## src/rtl/dma_arb_pkg.sv

```systemverilog
// dma_arb_pkg
//   Shared definitions for the DMA priority arbiter:
//     - NUM_CH                 : number of DMA channels (4)
//     - CMD_* constants        : bit positions inside commandReg
//     - arb_state_e            : one-hot arbiter states (IDLE, REQ, SERVICE)
//     - pick_winner()          : round-robin search helper
package dma_arb_pkg;

  localparam int NUM_CH = 4;

  localparam int CMD_DISABLE   = 2;
  localparam int CMD_ROTATE    = 4;
  localparam int CMD_DREQ_LOW  = 6;
  localparam int CMD_DACK_HIGH = 7;

  typedef enum logic [2:0] {
    ST_IDLE    = 3'b001,
    ST_REQ     = 3'b010,
    ST_SERVICE = 3'b100
  } arb_state_e;

  // Return the first set bit of req, searching upward from start and
  // wrapping modulo 4. When req is empty the result is start; callers only
  // use it when at least one bit is set.
  function automatic logic [1:0] pick_winner(input logic [3:0] req,
                                             input logic [1:0] start);
    logic [1:0] idx;
    logic [1:0] win;
    logic       found;
    win   = start;
    found = 1'b0;
    for (int k = 0; k < NUM_CH; k++) begin
      idx = start + 2'(k);
      if (!found && req[idx]) begin
        win   = idx;
        found = 1'b1;
      end
    end
    return win;
  endfunction

endpackage

```

## src/rtl/dma_priority_arbiter_sync.sv

```systemverilog
// dma_dreq_sync
//   Shift-register synchronizer for the four raw DREQ lines. DEPTH sets the
//   number of flops between the asynchronous input and q.
//   Ports:
//     CLK   in  1  clock
//     RESET in  1  asynchronous active-high reset, clears every stage
//     d     in  4  raw, asynchronous request lines
//     q     out 4  synchronized request lines
module dma_dreq_sync #(
  parameter int DEPTH = 2
) (
  input  logic       CLK,
  input  logic       RESET,
  input  logic [3:0] d,
  output logic [3:0] q
);

  logic [3:0] stages [DEPTH];

  always_ff @(posedge CLK or posedge RESET) begin
    if (RESET) begin
      for (int i = 0; i < DEPTH; i++) begin
        stages[i] <= '0;
      end
    end else begin
      stages[0] <= d;
      for (int i = 1; i < DEPTH; i++) begin
        stages[i] <= stages[i-1];
      end
    end
  end

  assign q = stages[DEPTH-1];

endmodule

```

## src/rtl/dma_priority_arbiter.sv

```systemverilog
// dma_priority_arbiter
//   Four-channel DMA request arbiter with fixed or rotating priority.
//   The one-hot FSM (IDLE -> REQ -> SERVICE) latches a winner, presents it
//   on VALID_DREQ, waits for HLDA and drives DACK during the dackEn window.
//
//   Build option: define DMA_DREQ_SYNC_EN for a 2-flop DREQ synchronizer
//   (DREQ -> VALID_DREQ = 3 edges); default is a single register (2 edges).
//
//   Handshake: a grant is offered on VALID_DREQ from the cycle after
//   arbitration; it is held until HLDA moves the FSM into SERVICE, or
//   withdrawn if its request drops before HLDA. In SERVICE, serviceDone or
//   loss of HLDA ends the transfer and clears VALID_DREQ.
//
//   Ports:
//     CLK          in  1  clock
//     RESET        in  1  asynchronous active-high reset
//     DREQ         in  4  raw channel requests (asynchronous)
//     maskReg      in  4  per-channel mask, 1 = masked
//     requestReg   in  4  software requests, never masked
//     commandReg   in  8  bit2 disable, bit4 rotate, bit6 DREQ low, bit7 DACK high
//     HLDA         in  1  hold acknowledge
//     dackEn       in  1  DACK window strobe
//     serviceDone  in  1  end-of-transfer pulse
//     VALID_DREQ   out 4  one-hot granted request
//     DACK         out 4  channel acknowledges, polarity from commandReg[7]
//     grantCh      out 2  granted channel index
module dma_priority_arbiter
  import dma_arb_pkg::*;
(
  input  logic       CLK,
  input  logic       RESET,
  input  logic [3:0] DREQ,
  input  logic [3:0] maskReg,
  input  logic [3:0] requestReg,
  input  logic [7:0] commandReg,
  input  logic       HLDA,
  input  logic       dackEn,
  input  logic       serviceDone,
  output logic [3:0] VALID_DREQ,
  output logic [3:0] DACK,
  output logic [1:0] grantCh
);

  localparam logic [2:0] S_IDLE    = ST_IDLE;
  localparam logic [2:0] S_REQ     = ST_REQ;
  localparam logic [2:0] S_SERVICE = ST_SERVICE;

`ifdef DMA_DREQ_SYNC_EN
  localparam int SYNC_DEPTH = 2;
`else
  localparam int SYNC_DEPTH = 1;
`endif

  logic [2:0] state;
  logic [1:0] ptr;
  logic [3:0] sync_dreq;
  logic [3:0] dreq_pol;
  logic [3:0] eff;
  logic [1:0] search_start;
  logic [1:0] winner;
  logic [3:0] dack_active;
  logic       rotate;

  // Bits of commandReg that this block does not interpret.
  logic unused_cmd;
  assign unused_cmd = ^{commandReg[5], commandReg[3], commandReg[1:0]};

  dma_dreq_sync #(
    .DEPTH (SYNC_DEPTH)
  ) u_sync (
    .CLK   (CLK),
    .RESET (RESET),
    .d     (DREQ),
    .q     (sync_dreq)
  );

  assign rotate = commandReg[CMD_ROTATE];

  always_comb begin
    dreq_pol     = sync_dreq ^ {NUM_CH{commandReg[CMD_DREQ_LOW]}};
    eff          = commandReg[CMD_DISABLE] ? 4'b0000
                                           : ((dreq_pol & ~maskReg) | requestReg);
    // With fixed priority the search always starts at channel 0.
    search_start = rotate ? ptr : 2'd0;
    winner       = pick_winner(eff, search_start);
  end

  always_ff @(posedge CLK or posedge RESET) begin
    if (RESET) begin
      state      <= S_IDLE;
      ptr        <= 2'd0;
      grantCh    <= 2'd0;
      VALID_DREQ <= 4'b0000;
    end else begin
      if (!rotate) begin
        ptr <= 2'd0;
      end
      case (state)
        S_IDLE: begin
          if (|eff) begin
            grantCh    <= winner;
            VALID_DREQ <= 4'b0001 << winner;
            state      <= S_REQ;
          end
        end
        S_REQ: begin
          // The grant is frozen here; HLDA wins over a simultaneous drop.
          if (HLDA) begin
            state <= S_SERVICE;
          end else if (!eff[grantCh]) begin
            state      <= S_IDLE;
            VALID_DREQ <= 4'b0000;
          end
        end
        S_SERVICE: begin
          // Disable does not abort a transfer already in progress.
          if (serviceDone || !HLDA) begin
            state      <= S_IDLE;
            VALID_DREQ <= 4'b0000;
            if (rotate) begin
              ptr <= grantCh + 2'd1;
            end
          end
        end
        default: begin
          state      <= S_IDLE;
          VALID_DREQ <= 4'b0000;
        end
      endcase
    end
  end

  // DACK follows registered state directly so an asynchronous reset drops
  // it immediately, without a clock edge.
  always_comb begin
    dack_active = 4'b0000;
    if (state == S_SERVICE && dackEn) begin
      dack_active = 4'b0001 << grantCh;
    end
    DACK = {NUM_CH{~commandReg[CMD_DACK_HIGH]}} ^ dack_active;
  end

endmodule
```

## config.mk

```make
export PLATFORM = sky130hd
export DESIGN_NAME = dma_priority_arbiter
export DESIGN_NICKNAME = d
export VERILOG_FILES = /design/src/rtl/dma_arb_pkg.sv /design/src/rtl/dma_priority_arbiter_sync.sv /design/src/rtl/dma_priority_arbiter.sv
export SDC_FILE = /design/constraint.sdc
export NUM_CORES = 1
export LEC_CHECK = 0
export ABC_AREA = 1
export ABC_CLOCK_PERIOD_IN_PS = 4940
export BUFFER_PORTS_ARGS = -buffer_cell sky130_fd_sc_hd__buf_2
export CAP_MARGIN = 20
export CELL_PAD_IN_SITES_DETAIL_PLACEMENT = 1
export CELL_PAD_IN_SITES_GLOBAL_PLACEMENT = 1
export CORE_MARGIN = 2
export CORE_UTILIZATION = 25
export CTS_CLUSTER_SIZE = 8
export DETAILED_ROUTE_END_ITERATION = 8
export HOLD_SLACK_MARGIN = 0.08
export PLACE_DENSITY_LB_ADDON = 0.1
export SLEW_MARGIN = 10
export SYNTH_ARGS = -nofsm -noshare
export SYNTH_HDL_FRONTEND = slang
export SYNTH_SLANG_ARGS = --single-unit
```

## constraint.sdc

```tcl
create_clock -name CLK -period 4.94 [get_ports CLK]
set_clock_uncertainty 0.15 [all_clocks]
set_input_delay 0.247 -clock CLK [delete_from_list [all_inputs] [get_ports CLK]]
set_output_delay 0.247 -clock CLK [all_outputs]
set_load 0.005 [all_outputs]
```

==> metrics.cfg <==
[outcome]
status = completed

[finish]
final_common_cell = nand2_1
area_delta_synth_final_pct = 23.6
diodes = 0
drive_gt1_share_pct = 28.9
postLayoutCellArea_um2 = 1660
final_cell_mix = 68 x nand2_1, 30 x buf_2, 26 x nand3_1
fin_cells = 298
final_nets = 258
final_util_pct = 32.4

[setup_path]
worst_setup_path_start_kind = register
critical_path_arrival_ns = 2.08
rr_worst_depth = 13
endpoint = VALID_DREQ[1]
r2r_slack_ns = 2.90
rr_endpoint = VALID_DREQ[1]
path_class = reg2reg
cp_max_fo = 7
worstSetupEndpointType = register
critPathLaunch = ptr[1]
rr_startpoint = ptr[1]
required_ns = 4.98

[placed_design]
place_ws_ns = 2.82
portBuffers = 30
gp_routability_congestion = 0.727
place_area_um2 = 1570
dp.cells = 289
hpwl_um = 2890

[sta]
timing.final.crit_period_ns = 2.04
fmax_ghz = 0.490
drv_slew = 0
relSlewSlack_pct = 57.4
rsz0062_at_grt = no
fin_crit_sh_pct = 41.3
fin_setup_tns_ns = 0
finalSetupViolations = 0
holdWs_ns = 0.0980
tightest_slew_ns = 0.638
setup_slack_ns = 2.90
finalHoldViolations = 0

[synthesis]
yosysUniqueCellTypes = 27
yosysSeqAreaShare_pct = 28.0
syn_area_um2 = 1350
synth_fp_nets = 220
ys_ff_latch = 15
synth.avg_cell_area_um2 = 7.04
yosys_warnings = 0
syn_inst = 191

[power_and_ir_drop]
power_leakage_nw = 0.899
switching_share_pct = 40.4
power_frac_comb_pct = 42.7
internal-power_uw = 286
p_seq_share_pct = 36.2
ir_drop_v = 0.000132
powerDensity_nw_per_um2 = 289
power.switching_uw = 194
p_total_uw = 480
power_frac_clock_pct = 21.1

[route]
dr.pass1.iters = 4
wl_um = 3490
num_vias = 1281
via_per_inst = 4.30
ant_nets = 0
wl_per_cell_um = 11.7
dr.first_iter.drc_count = 32
drc = 0

[clock_tree]
cts_htree_levels = 1
cts_buffer_depth = 2
cts.sinks = 15
clk_pin_slew_ns = 0.07
clk_latency_ns = 0.25
cts_buffers = 3
cts_resized = 0
cts_root_buf = clkbuf_8
cts_tree = yes

[floorplanning]
start_util_pct = 26.2
coreArea_um2 = 5140
ioPinCount = 35
die_w_um = 77.4
row_count = 26
die_area_um2 = 5980
die_h_um = 77.4

[global_route]
grtUsageTotal_pct = 12.9
grt_pass1_wl_um = 6330
grt-ovfl-total = 0
grt_max_degree = 16
antenna_found_initial = 0
first_global_vias = 1374

[flow_run]
cap_violations = 0

[min_path]
hold_class = in2reg

==> registers in the layout, summed over array words and instances (netlist names) <==
register / flops
ptr: 2
VALID_DREQ: 4
grantCh: 2
u_sync.q: 4
state: 3
==> Yosys cell counts (all sizes together) <==
cell    instances  share of area [%]
clkinv          3                1.9
dfrtp          14                 26
nand2          79                 26
dfstp           1                2.0
nor2            8                2.6
nand3          36                 18
nor3            3                1.1
a21oi           2               0.74
inv            25                7.3
o21ai           6                3.1
buf             2                1.2
ha              4                3.7
xor2            4                2.6
a31o            1               0.65
nand4           3                2.5
==> repair_timing <==
item,in CTS,in global routing
hold endpoints to repair,18,0
setup endpoints to repair,0,0
setup buffers,0,0
hold buffers,5,0
==> per-layer routing <==
| metal | global-route usage, % | wire length, um | up-vias |
|---|---|---|---|
| li1 | - | - | 681 |
| met4 | 2.68 | 19 | 0 |
| met3 | 1.40 | 44 | 2 |
| met2 | 23.0 | 1710 | 8 |
| met5 | 0 | 0 | - |
| met1 | 16.8 | 1720 | 590 |
==> logic make-up (layout without fill, tap and decap cells) <==
logic type	after synthesis	in the layout	synth area share [%]
compound gates	9	9	4.47
flops	15	15	28.0
xor+xnor	4	4	2.60
fa+ha+maj	4	4	3.72
simple gates	129	129	50.8
buf+inv	30	67	10.4
==> worst min-delay path by stage <==
stage,from,endpoint,slack [ns],depth (start not counted)
floorplan,RESET,VALID_DREQ[0],-0.002,1
global placement,DREQ[1],u_sync.q[1],0.21,1
detailed placement,DREQ[2],u_sync.q[2],0.21,1
CTS,HLDA,state[2],0.1,3
global route,HLDA,state[2],0.13,3
finish,HLDA,state[2],0.1,3
==> power groups by stage <==
stage	Combinational [mW]	Clock [mW]	Sequential, mW
2_1_floorplan	0.143	0	0.173
3_3_place_gp	0.206	0	0.177
3_5_place_dp	0.208	0	0.177
4_1_cts	0.212	0.107	0.176
5_1_grt	0.238	0.111	0.180
6_report	0.205	0.101	0.174
==> critical path, cell delays in order, from the launching register on <==
cell and delay, ns:
dfrtp_1 0.42, nand2_2 0.18, clkinv_2 0.16, nand2_4 0.09, o21ai_4 0.10, inv_4 0.12, nand2_1 0.07, nand2_2 0.11
nand4_4 0.14, nand2_1 0.10, nand2_1 0.07, nor2_1 0.13, nand2_1 0.08, nand2_1 0.06
==> final cells by class <==
| class | count | area [um2] |
|---|---|---|
| Fill cell | 692 | 3480 |
| Multi-Input combinational cell | 146 | 828 |
| Sequential cell | 15 | 377 |
| Timing Repair Buffer | 35 | 200 |
| Inverter | 28 | 124 |
| Tap cell | 70 | 87.6 |
| Clock buffer | 3 | 41.3 |
| Clock inverter | 1 | 5.00 |
Power figures use the tool's default switching activity.
